--- src/rtl/dmem_dump_unit_pkg.sv ---
// rtl/dmem_dump_unit_pkg.sv - shared state type and defaults for the data-memory dump unit
package mips_dbg_pkg;

  // Dump sequencer states
  typedef enum logic [2:0] {
    IDLE = 3'd0,
    READ = 3'd1,
    WAIT = 3'd2,
    SEND = 3'd3,
    DONE = 3'd4
  } dump_state_t;

  localparam int unsigned BYTES_PER_WORD = 4;

  // Word counter width and the largest dump it can index
  localparam int unsigned CNT_W   = 16;
  localparam int unsigned CNT_MAX = 65535;

  // Defaults shared by the core top and the bench
  localparam logic [31:0] DEF_BASE_ADDR = 32'h0000_0030;
  localparam logic [31:0] DEF_END_PC    = 32'h0000_0030;
  localparam int unsigned DEF_COUNT     = 96;
  localparam int unsigned DEF_ROW_LEN   = 16;

endpackage

--- src/rtl/dmem_dump_unit_if.sv ---
// rtl/dmem_dump_unit_if.sv - memory read port and output stream bundle of the dump unit
interface dmem_dump_unit_if #(
  parameter int unsigned DATA_W = 32,
  parameter int unsigned ADDR_W = 32
);

  // Data-memory read port
  logic              mem_rd;
  logic [ADDR_W-1:0] mem_addr;
  logic [DATA_W-1:0] mem_rdata;

  // Output word stream
  logic              out_valid;
  logic              out_ready;
  logic [DATA_W-1:0] out_data;
  logic [15:0]       out_index;
  logic              out_row_end;
  logic              out_last;

  // Dump unit side
  modport master (
    output mem_rd,
    output mem_addr,
    input  mem_rdata,
    output out_valid,
    input  out_ready,
    output out_data,
    output out_index,
    output out_row_end,
    output out_last
  );

  // Memory and consumer side
  modport slave (
    input  mem_rd,
    input  mem_addr,
    output mem_rdata,
    input  out_valid,
    output out_ready,
    input  out_data,
    input  out_index,
    input  out_row_end,
    input  out_last
  );

endinterface

--- src/rtl/dmem_dump_unit.sv ---
// rtl/dmem_dump_unit.sv - reads a block of data memory when the PC hits END_PC and streams it out
module dmem_dump_unit
  import mips_dbg_pkg::*;
#(
  parameter int unsigned        DATA_W    = 32,
  parameter int unsigned        ADDR_W    = 32,
  parameter logic [ADDR_W-1:0]  BASE_ADDR = ADDR_W'(DEF_BASE_ADDR),
  parameter int unsigned        COUNT     = DEF_COUNT,
  parameter int unsigned        ROW_LEN   = DEF_ROW_LEN,
  parameter logic [ADDR_W-1:0]  END_PC    = ADDR_W'(DEF_END_PC)
) (
  input  logic              clk,
  input  logic              reset,
  input  logic [ADDR_W-1:0] pc,
  input  logic              rearm,
  dmem_dump_unit_if.master  bus,
  output logic              busy,
  output logic              done
);

  // Reject parameter sets the 16-bit counter or row logic cannot represent
  generate
    if (COUNT > CNT_MAX) begin : g_bad_count
      $error("dmem_dump_unit: COUNT must fit the 16-bit word counter");
    end
    if (ROW_LEN < 1) begin : g_bad_row_len
      $error("dmem_dump_unit: ROW_LEN must be at least 1");
    end
  endgenerate

  dump_state_t       r_state;
  dump_state_t       w_state_nxt;
  logic [CNT_W-1:0]  r_cnt;
  logic [CNT_W-1:0]  w_cnt_nxt;
  logic [ADDR_W-1:0] r_mem_addr;
  logic [DATA_W-1:0] r_out_data;
  logic [CNT_W-1:0]  r_out_index;
  logic              r_row_end;
  logic              r_last;

  logic              w_trigger;
  logic              w_xfer;
  logic              w_row_end;
  logic              w_last;
  logic [ADDR_W-1:0] w_addr_nxt;

  // pc only matters while idle, so a held trigger PC cannot restart a finished dump
  assign w_trigger = (r_state == IDLE) && (pc == END_PC);
  assign w_xfer    = (r_state == SEND) && bus.out_ready;

  // Markers for the word currently addressed by the counter
  assign w_row_end = ((32'(r_cnt) + 32'd1) % ROW_LEN) == 32'd0;
  assign w_last    = (32'(r_cnt) + 32'd1) == COUNT;

  // Address wraps modulo 2^ADDR_W by construction of the adder width
  assign w_addr_nxt = BASE_ADDR + (ADDR_W'(w_cnt_nxt) * ADDR_W'(BYTES_PER_WORD));

  // Next-state, counter and state-decoded outputs
  always_comb begin
    w_state_nxt   = r_state;
    w_cnt_nxt     = r_cnt;
    bus.mem_rd    = 1'b0;
    bus.out_valid = 1'b0;
    busy          = 1'b0;
    done          = 1'b0;
    case (r_state)
      IDLE: begin
        if (w_trigger) begin
          if (COUNT == 0) begin
            w_state_nxt = DONE;
          end else begin
            w_cnt_nxt   = '0;
            w_state_nxt = READ;
          end
        end
      end
      READ: begin
        bus.mem_rd  = 1'b1;
        busy        = 1'b1;
        w_state_nxt = WAIT;
      end
      WAIT: begin
        busy        = 1'b1;
        w_state_nxt = SEND;
      end
      SEND: begin
        bus.out_valid = 1'b1;
        busy          = 1'b1;
        if (w_xfer) begin
          if (r_last) begin
            w_state_nxt = DONE;
          end else begin
            w_cnt_nxt   = r_cnt + CNT_W'(1);
            w_state_nxt = READ;
          end
        end
      end
      DONE: begin
        done = 1'b1;
        // rearm wins over a coincident trigger PC; the trigger is seen next cycle in IDLE
        if (rearm) begin
          w_state_nxt = IDLE;
        end
      end
      default: begin
        w_state_nxt = IDLE;
      end
    endcase
  end

  // State and word counter registers
  always_ff @(posedge clk or negedge reset) begin
    if (!reset) begin
      r_state <= IDLE;
      r_cnt   <= '0;
    end else begin
      r_state <= w_state_nxt;
      r_cnt   <= w_cnt_nxt;
    end
  end

  // Read address is loaded on entry to READ and held otherwise
  always_ff @(posedge clk or negedge reset) begin
    if (!reset) begin
      r_mem_addr <= '0;
    end else if (w_state_nxt == READ) begin
      r_mem_addr <= w_addr_nxt;
    end
  end

  // Capture the returned word and its markers in WAIT; they stay frozen through SEND
  always_ff @(posedge clk or negedge reset) begin
    if (!reset) begin
      r_out_data  <= '0;
      r_out_index <= '0;
      r_row_end   <= 1'b0;
      r_last      <= 1'b0;
    end else if (r_state == WAIT) begin
      r_out_data  <= bus.mem_rdata;
      r_out_index <= r_cnt;
      r_row_end   <= w_row_end;
      r_last      <= w_last;
    end
  end

  assign bus.mem_addr    = r_mem_addr;
  assign bus.out_data    = r_out_data;
  assign bus.out_index   = r_out_index;
  assign bus.out_row_end = r_row_end;
  assign bus.out_last    = r_last;

endmodule

--- src/flat_wrapper.sv ---
// flat-port wrapper written by rule: the top's interface ports become plain ports
module dmem_dump_unit_flat import mips_dbg_pkg::*;
#(
  parameter int unsigned        DATA_W    = 32,
  parameter int unsigned        ADDR_W    = 32,
  parameter logic [ADDR_W-1:0]  BASE_ADDR = ADDR_W'(DEF_BASE_ADDR),
  parameter int unsigned        COUNT     = DEF_COUNT,
  parameter int unsigned        ROW_LEN   = DEF_ROW_LEN,
  parameter logic [ADDR_W-1:0]  END_PC    = ADDR_W'(DEF_END_PC)
)
  (clk, reset, pc, rearm, busy, done, bus_mem_rd, bus_mem_addr, bus_mem_rdata, bus_out_valid, bus_out_ready, bus_out_data, bus_out_index, bus_out_row_end, bus_out_last);
  dmem_dump_unit_if #(.DATA_W(DATA_W), .ADDR_W(ADDR_W)) bus_i ();
  input  logic clk;
  input  logic reset;
  input  logic [ADDR_W-1:0] pc;
  input  logic rearm;
  output logic busy;
  output logic done;
  output wire logic [$bits(bus_i.mem_rd)-1:0] bus_mem_rd;
  output wire logic [$bits(bus_i.mem_addr)-1:0] bus_mem_addr;
  input wire logic [$bits(bus_i.mem_rdata)-1:0] bus_mem_rdata;
  output wire logic [$bits(bus_i.out_valid)-1:0] bus_out_valid;
  input wire logic [$bits(bus_i.out_ready)-1:0] bus_out_ready;
  output wire logic [$bits(bus_i.out_data)-1:0] bus_out_data;
  output wire logic [$bits(bus_i.out_index)-1:0] bus_out_index;
  output wire logic [$bits(bus_i.out_row_end)-1:0] bus_out_row_end;
  output wire logic [$bits(bus_i.out_last)-1:0] bus_out_last;
  assign bus_mem_rd = bus_i.mem_rd;
  assign bus_mem_addr = bus_i.mem_addr;
  assign bus_i.mem_rdata = bus_mem_rdata;
  assign bus_out_valid = bus_i.out_valid;
  assign bus_i.out_ready = bus_out_ready;
  assign bus_out_data = bus_i.out_data;
  assign bus_out_index = bus_i.out_index;
  assign bus_out_row_end = bus_i.out_row_end;
  assign bus_out_last = bus_i.out_last;
  dmem_dump_unit #(.DATA_W(DATA_W), .ADDR_W(ADDR_W), .BASE_ADDR(BASE_ADDR), .COUNT(COUNT), .ROW_LEN(ROW_LEN), .END_PC(END_PC)) u_core (.clk(clk), .reset(reset), .pc(pc), .rearm(rearm), .bus(bus_i), .busy(busy), .done(done));
endmodule
--- config.mk ---
export PLATFORM = sky130hd
export DESIGN_NAME = dmem_dump_unit_flat
export DESIGN_NICKNAME = d
export VERILOG_FILES = /design/src/rtl/dmem_dump_unit_pkg.sv /design/src/rtl/dmem_dump_unit_if.sv /design/src/rtl/dmem_dump_unit.sv /design/src/flat_wrapper.sv
export SDC_FILE = /design/constraint.sdc
export NUM_CORES = 1
export LEC_CHECK = 0
export ABC_AREA = 0
export BUFFER_PORTS_ARGS = -buffer_cell sky130_fd_sc_hd__buf_2
export CAP_MARGIN = 0
export CORE_AREA = 2 2 109 100
export DETAILED_ROUTE_END_ITERATION = 16
export DIE_AREA = 0 0 111 102
export PLACE_DENSITY_LB_ADDON = 0.08
export SLEW_MARGIN = 20
export SYNTH_ARGS = -nofsm -noshare
export SYNTH_HDL_FRONTEND = slang
export SYNTH_SLANG_ARGS = --single-unit
--- constraint.sdc ---
create_clock -name clk -period 3.4 [get_ports clk]
set_clock_uncertainty 0.2 [all_clocks]
set_input_delay 0.17 -clock clk [delete_from_list [all_inputs] [get_ports clk]]
set_output_delay 0.17 -clock clk [all_outputs]
set_load 0.03 [all_outputs]
# --- Yosys cells after proc, flatten, opt, wreduce, memory -nomap -nowiden ---
# Cells that the tools add are included.
word_totals:
  memories: 0
  mem_bits_rw: 0
  latchBits: 0
  register_bits: 101
  input_bits: 68
  word_cells: 35
  rom_bits: 0
op_classes:
  n_bitwise: 0
  n_reduce_logical: 5
  n_eq_ne: 7
  shifts: 0
  div_mod_pow: 0
  order_cmp: 0
  mul: 0
  add_sub_neg: 3
  mux: 13
op_table:
  columns: ["operator", "n"]
  rows:
  - ["$mux 16", 3]
  - ["$eq 32x6->1 const B", 1]
  - ["$eq 32x7->1 const B", 1]
  - ["$logic_not 32->1", 1]
  - ["$pmux 16 s2", 1]
  - ["$add 6x18->19 const A", 1]
  - ["$add 16x1->17 const B", 1]
  - ["$add 16x1->16 const B", 1]
  - ["$pmux 3 s5", 1]
  - ["$mux 3", 4]
  - ["$eq 3x1->1 const B", 2]
  - ["$eq 3x2->1 const B", 2]
  - ["$mux 1", 4]
  - ["$eq 3x3->1 const B", 1]
  - ["$logic_not 3->1", 1]
  - ["$reduce_or 3->1", 1]
  - ["$logic_and 1x1->1", 2]

# --- Longest topological paths before layout ---
logic_depth:
  word_depth: 5
  ltp_mapped: 14
  mapped_depth_nobuf: 12

# --- Worst setup path after synthesis ---
# Ideal clock, no wire load.
synth_timing:
  path_type: "reg2reg"
  from: "register u_core.r_state[2]"
  to: "register u_core.r_mem_addr[16] (netlist: u_core.bus.mem_addr[16])"
  n_path_buf: 1
  t_arrival_ps: 3168
  stages_incl_launch_ff: 14
  path_slack_ps: -64
  required_ps: 3105
  period_less_slack_ps: 3464
  cell_sequence: "dfrtp_1 -> nand2b_1 -> nor2_2 -> nor4_4 -> buf_4 -> nor2_1 -> o21ai_0 -> o21ai_0 -> inv_1 -> ha_1 -> a2111oi_2 -> nand2_1 -> o21a_1 -> o31ai_1"
synth_between:
  elab_chain_len: 5
  word_cells_on_any_way: 16
synth_lines:
  columns: ["item", "line", "source"]
  rows:
  - ["start, declared", "dmem_dump_unit.sv:31", "dump_state_t r_state;"]
  - ["start signal, assigned", "dmem_dump_unit.sv:117", "r_state <= w_state_nxt;"]
  - ["$eq 3x2->1 or $logic_not 3->1 (tied branches)", "dmem_dump_unit.sv:49, dmem_dump_unit.sv:66, dmem_dump_unit.sv:48", null]
  - ["$logic_and 1x1->1 (on tied branches)", "dmem_dump_unit.sv:49, dmem_dump_unit.sv:48", null]
  - ["$mux 16 (on tied branches)", "dmem_dump_unit.sv:89, dmem_dump_unit.sv:68", null]
  - ["$pmux 16 s2 *", "dmem_dump_unit.sv:66", "case (r_state)"]
  - ["net u_core.w_cnt_nxt[2]", "dmem_dump_unit.sv:34", "logic [CNT_W-1:0] w_cnt_nxt;"]
  - ["$add 6x18->19 *", "dmem_dump_unit.sv:56", "assign w_addr_nxt = BASE_ADDR + (ADDR_W'(w_cnt_nxt) * ADDR_W'(BYTES_PER_WORD));"]
  - ["end signal, assigned", "dmem_dump_unit.sv:127", "r_mem_addr <= w_addr_nxt;"]
  - ["end, declared", "dmem_dump_unit.sv:35", "logic [ADDR_W-1:0] r_mem_addr;"]
# Mark *: on every way through the listed nets, which the timed path passes. The rest lies on a longest branch.
# A chain may end at the register's enable or synchronous reset.

# --- Final worst setup path ---
layout_timing:
  from: "register u_core.r_cnt[0]"
  to: "register u_core.r_mem_addr[17] (netlist: u_core.bus.mem_addr[17])"
layout_between:
  elab_chain_len: 5
  word_cells_on_any_way: 6
layout_lines:
  columns: ["item", "line", "source"]
  rows:
  - ["start, declared", "dmem_dump_unit.sv:33", "logic [CNT_W-1:0] r_cnt;"]
  - ["start signal, assigned", "dmem_dump_unit.sv:118", "r_cnt <= w_cnt_nxt;"]
  - ["$add 16x1->16", "dmem_dump_unit.sv:93", "w_cnt_nxt = r_cnt + CNT_W'(1);"]
  - ["$mux 16", "dmem_dump_unit.sv:90", "if (r_last) begin"]
  - ["$mux 16", "dmem_dump_unit.sv:89", "if (w_xfer) begin"]
  - ["$pmux 16 s2 *", "dmem_dump_unit.sv:66", null]
  - ["$add 6x18->19 *", "dmem_dump_unit.sv:56", null]
# Every way passes the cells marked *; elsewhere a longest branch is shown, timed or not.

==> results.toml <==
[grt]
antenna_found_initial = 0
track_usage = 0.224
grt_pass1_vias = 4104
grt_pass1_wl_mm = 20.5
grt_max_degree = 74
overflow = 0

[floorplan]
dieArea_sq_um = 11300
io_pins = 154
core_area_sq_um = 10100
row_count = 35
start_util = 0.445
die_h_microns = 102
fp.dieW_microns = 111

[worst_setup_path]
path_max_fanout = 12
cp-start-kind = "flip-flop"
setup.worst_path.start = "u_core.r_cnt[0]"
worstPathArrival_ps = 3240
r2r-start = "u_core.r_cnt[0]"
crit_family = "simple AND/OR/NAND/NOR gates"
cpMostUsedCell = "and3_1"
critPathMaxStageDelay_ps = 530
cp.required_ps = 3460
worstSetupPathType = "flip-flop to flip-flop"
path_buf_inv = 0
critical-path-slowest-cell = "dfrtp_1"
crit_chain = "ha_1 > and3_1 > a41oi_1 > o32ai_1 > and3_1 > o21ai_2 > or4_1 > o211ai_1"
crit_path_end_kind = "flip-flop"

[clock_tree]
htreeDepth = 3
cts-root-buf = "clkbuf_16"
cts_setup_buffers = 0
clkLatencyLatePin_ps = 340
clockBufferDepth = 2
cts_tree = "done"
clkTransAtPathRegs_ps = 70
clock_sinks = 86
cts-buffers-inserted = 9

[layout]
drive_gt1_frac = 0.396
diodes = 0
fill_cells = 851
nets = 670
synthToLayoutAreaGrowth_pct = 32.6

[routing]
first_iter_violations = 193
wl_mm = 11.9
routedWlPerCell_microns = 16.3
drc = 0
avgViaCountPerCell = 5.37
ant_nets = 0
drt_first_pass_iters = 4
vias = 3937

[logic_synthesis]
postSynth.asyncResetShare = 1.00
ys_seq_area_frac = 0.478
avgSynthCellArea_sq_um = 10.5
synth_edf_count = 0
ys_ff_latch = 86
synth_top_cell_by_area = "dfrtp_1"
synth.top_cells.by_area = "dfrtp_1 (48%), mux2_2 (12%), buf_4 (3.2%)"
synthFlopType = "dfrtp_1"
synth_most_common_cell = "dfrtp_1"
synth_cell_types = 64
synthTopCellsByCount = "dfrtp_1 (86), mux2_2 (48), nand2_1 (28)"
syn_inst = 427
synth_top_area_share = 0.478
yosysWarnings = 0
synth_area_sq_um = 4500

[placement]
dpl.hpwl_mm = 8.43
gp_congestion = 0.883
io_buffers = 138

[pwr]
p_per_area_nw_per_um2 = 755
p_clk_frac = 0.211
ir_drop_v = 0.000500
leakage_nw = 2.84
power_frac_seq = 0.344
p_switching_mw = 1.89
power_mw = 4.51
pwr-share-comb = 0.445
internal_power_mw = 2.62
switching_share = 0.420

[sta]
min_period_ps = 3180
relSlewSlack = 0.388
final-setup-viol-count = 0
slew_violations = 0
holdWs_ps = 19.8
rsz0062_at_grt = "false"
setup-tns-final_ps = 0
max_freq_mhz = 315
worst_pin_slew_ps = 917
fin_crit_sh = 0.934
hold_violations = 0

[hold_path]
hold_start = "bus_out_ready"
hold_path_class = "input pin to flip-flop"

[status]
status = "completed"

[job]
max_cap_violations = 0
tightest hold or removal path, stage by stage:
cell,delay (ps)
buf_2,140
and3_1,160
nor3_1,50
what timing repair did:
action                                  4_1_cts  5_1_grt
hold endpoints to repair                    105        0
resized for setup                             0        4
hold buffers                                 35        0
endpoints found under the setup margin        0        4
per-stage QoR:
| stage | setup WS, ps | utilization | instance area [sq um] | cells |
|---|---|---|---|---|
| finish | 225 | 0.590 | 5970 | 733 |
| global route | 42.4 | 0.590 | 5970 | 733 |
| CTS | 192 | 0.589 | 5960 | 733 |
| detailed placement | 204 | 0.526 | 5320 | 682 |
| global placement | 312 | 0.526 | 5320 | 682 |
| floorplan | 57.1 | - | 4560 | 441 |
final timing paths:
path | end | cells past startpoint | slack (ps)
worst max-delay path | u_core.bus.mem_addr[17] | 8 | 220
worst min-delay path | u_core.r_state[1] | 3 | 20
worst max register to register | u_core.bus.mem_addr[17] | 8 | 220
worst min register to register | u_core.bus.mem_addr[10] | 2 | 280
max in group asynchronous | u_core.r_state[0] | 3 | 1940
min in group asynchronous | u_core.bus.out_data[18] | 2 | 280
flip-flops by register name, indices dropped and copies added, names as in the netlist:
| name | count |
|---|---|
| u_core.bus.mem_addr | 17 |
| u_core.bus.out_data | 32 |
| u_core.bus.out_index | 16 |
| u_core.bus.out_last | 1 |
| u_core.bus.out_row_end | 1 |
| u_core.r_cnt | 16 |
| u_core.r_state | 3 |
power groups by stage:
stage	Sequential [mW]	Combinational (mW)	Clock, mW
after floorplan	2.06	0.911	0
after global placement	1.55	1.96	0
after detailed placement	1.57	1.98	0
after CTS	1.55	2.02	0.969
after global routing	1.61	2.17	1.01
final	1.55	2.01	0.950
logic make-up (layout without fill, tap and decap cells):
logic type | count (synthesis) | after routing | share of synthesized area
AO/OA/AOI/OAI | 77 | 77 | 0.121
flip-flops | 86 | 86 | 0.478
adder cells (fa/ha/maj) | 3 | 3 | 0.00834
other | 1 | 15 | 0.000833
buffers and inverters | 54 | 217 | 0.0631
multiplexers | 51 | 51 | 0.127
XOR/XNOR | 12 | 12 | 0.0233
AND/OR/NAND/NOR | 143 | 143 | 0.178
placed cells by master (no fill, tap or decap), types with 4 or more instances in the layout:
cell type      instances
buf_2                137
dfrtp_1               85
mux2_2                48
dlygate4sd3_1         35
nand2_1               28
o21ai_0               21
nor2_1                20
nor3_1                19
buf_4                 18
conb_1                15
nand3_1               14
nand4_1               10
inv_1                 10
a21oi_1                9
clkbuf_16              9
nor4_1                 8
and3_1                 8
xor2_1                 7
a21o_1                 6
xnor2_1                5
o31ai_1                5
and4_1                 4
a31oi_1                4
or4_1                  4
cell type report:
class                           count  area, sq um  share of cell area
Clock buffer                       12          256              0.0429
Sequential cell                    86         2150               0.361
Tap cell                          129          161              0.0270
Inverter                           10         37.5             0.00629
Multi-Input combinational cell    301         2140               0.359
Clock inverter                      4         30.0             0.00503
Timing Repair Buffer              191         1190               0.199
routing by layer:
metal | share of wire | wire length [microns] | track usage | vias to the layer above
li1 | - | - | - | 1873
met1 | 0.44 | 5270 | 0.287 | 1922
met2 | 0.49 | 5850 | 0.389 | 128
met3 | 0.056 | 664 | 0.0528 | 14
met4 | 0.012 | 148 | 0.0577 | 0
met5 | 0 | 0 | 0 | -
Note: power is estimated with default switching activity, not from simulation.
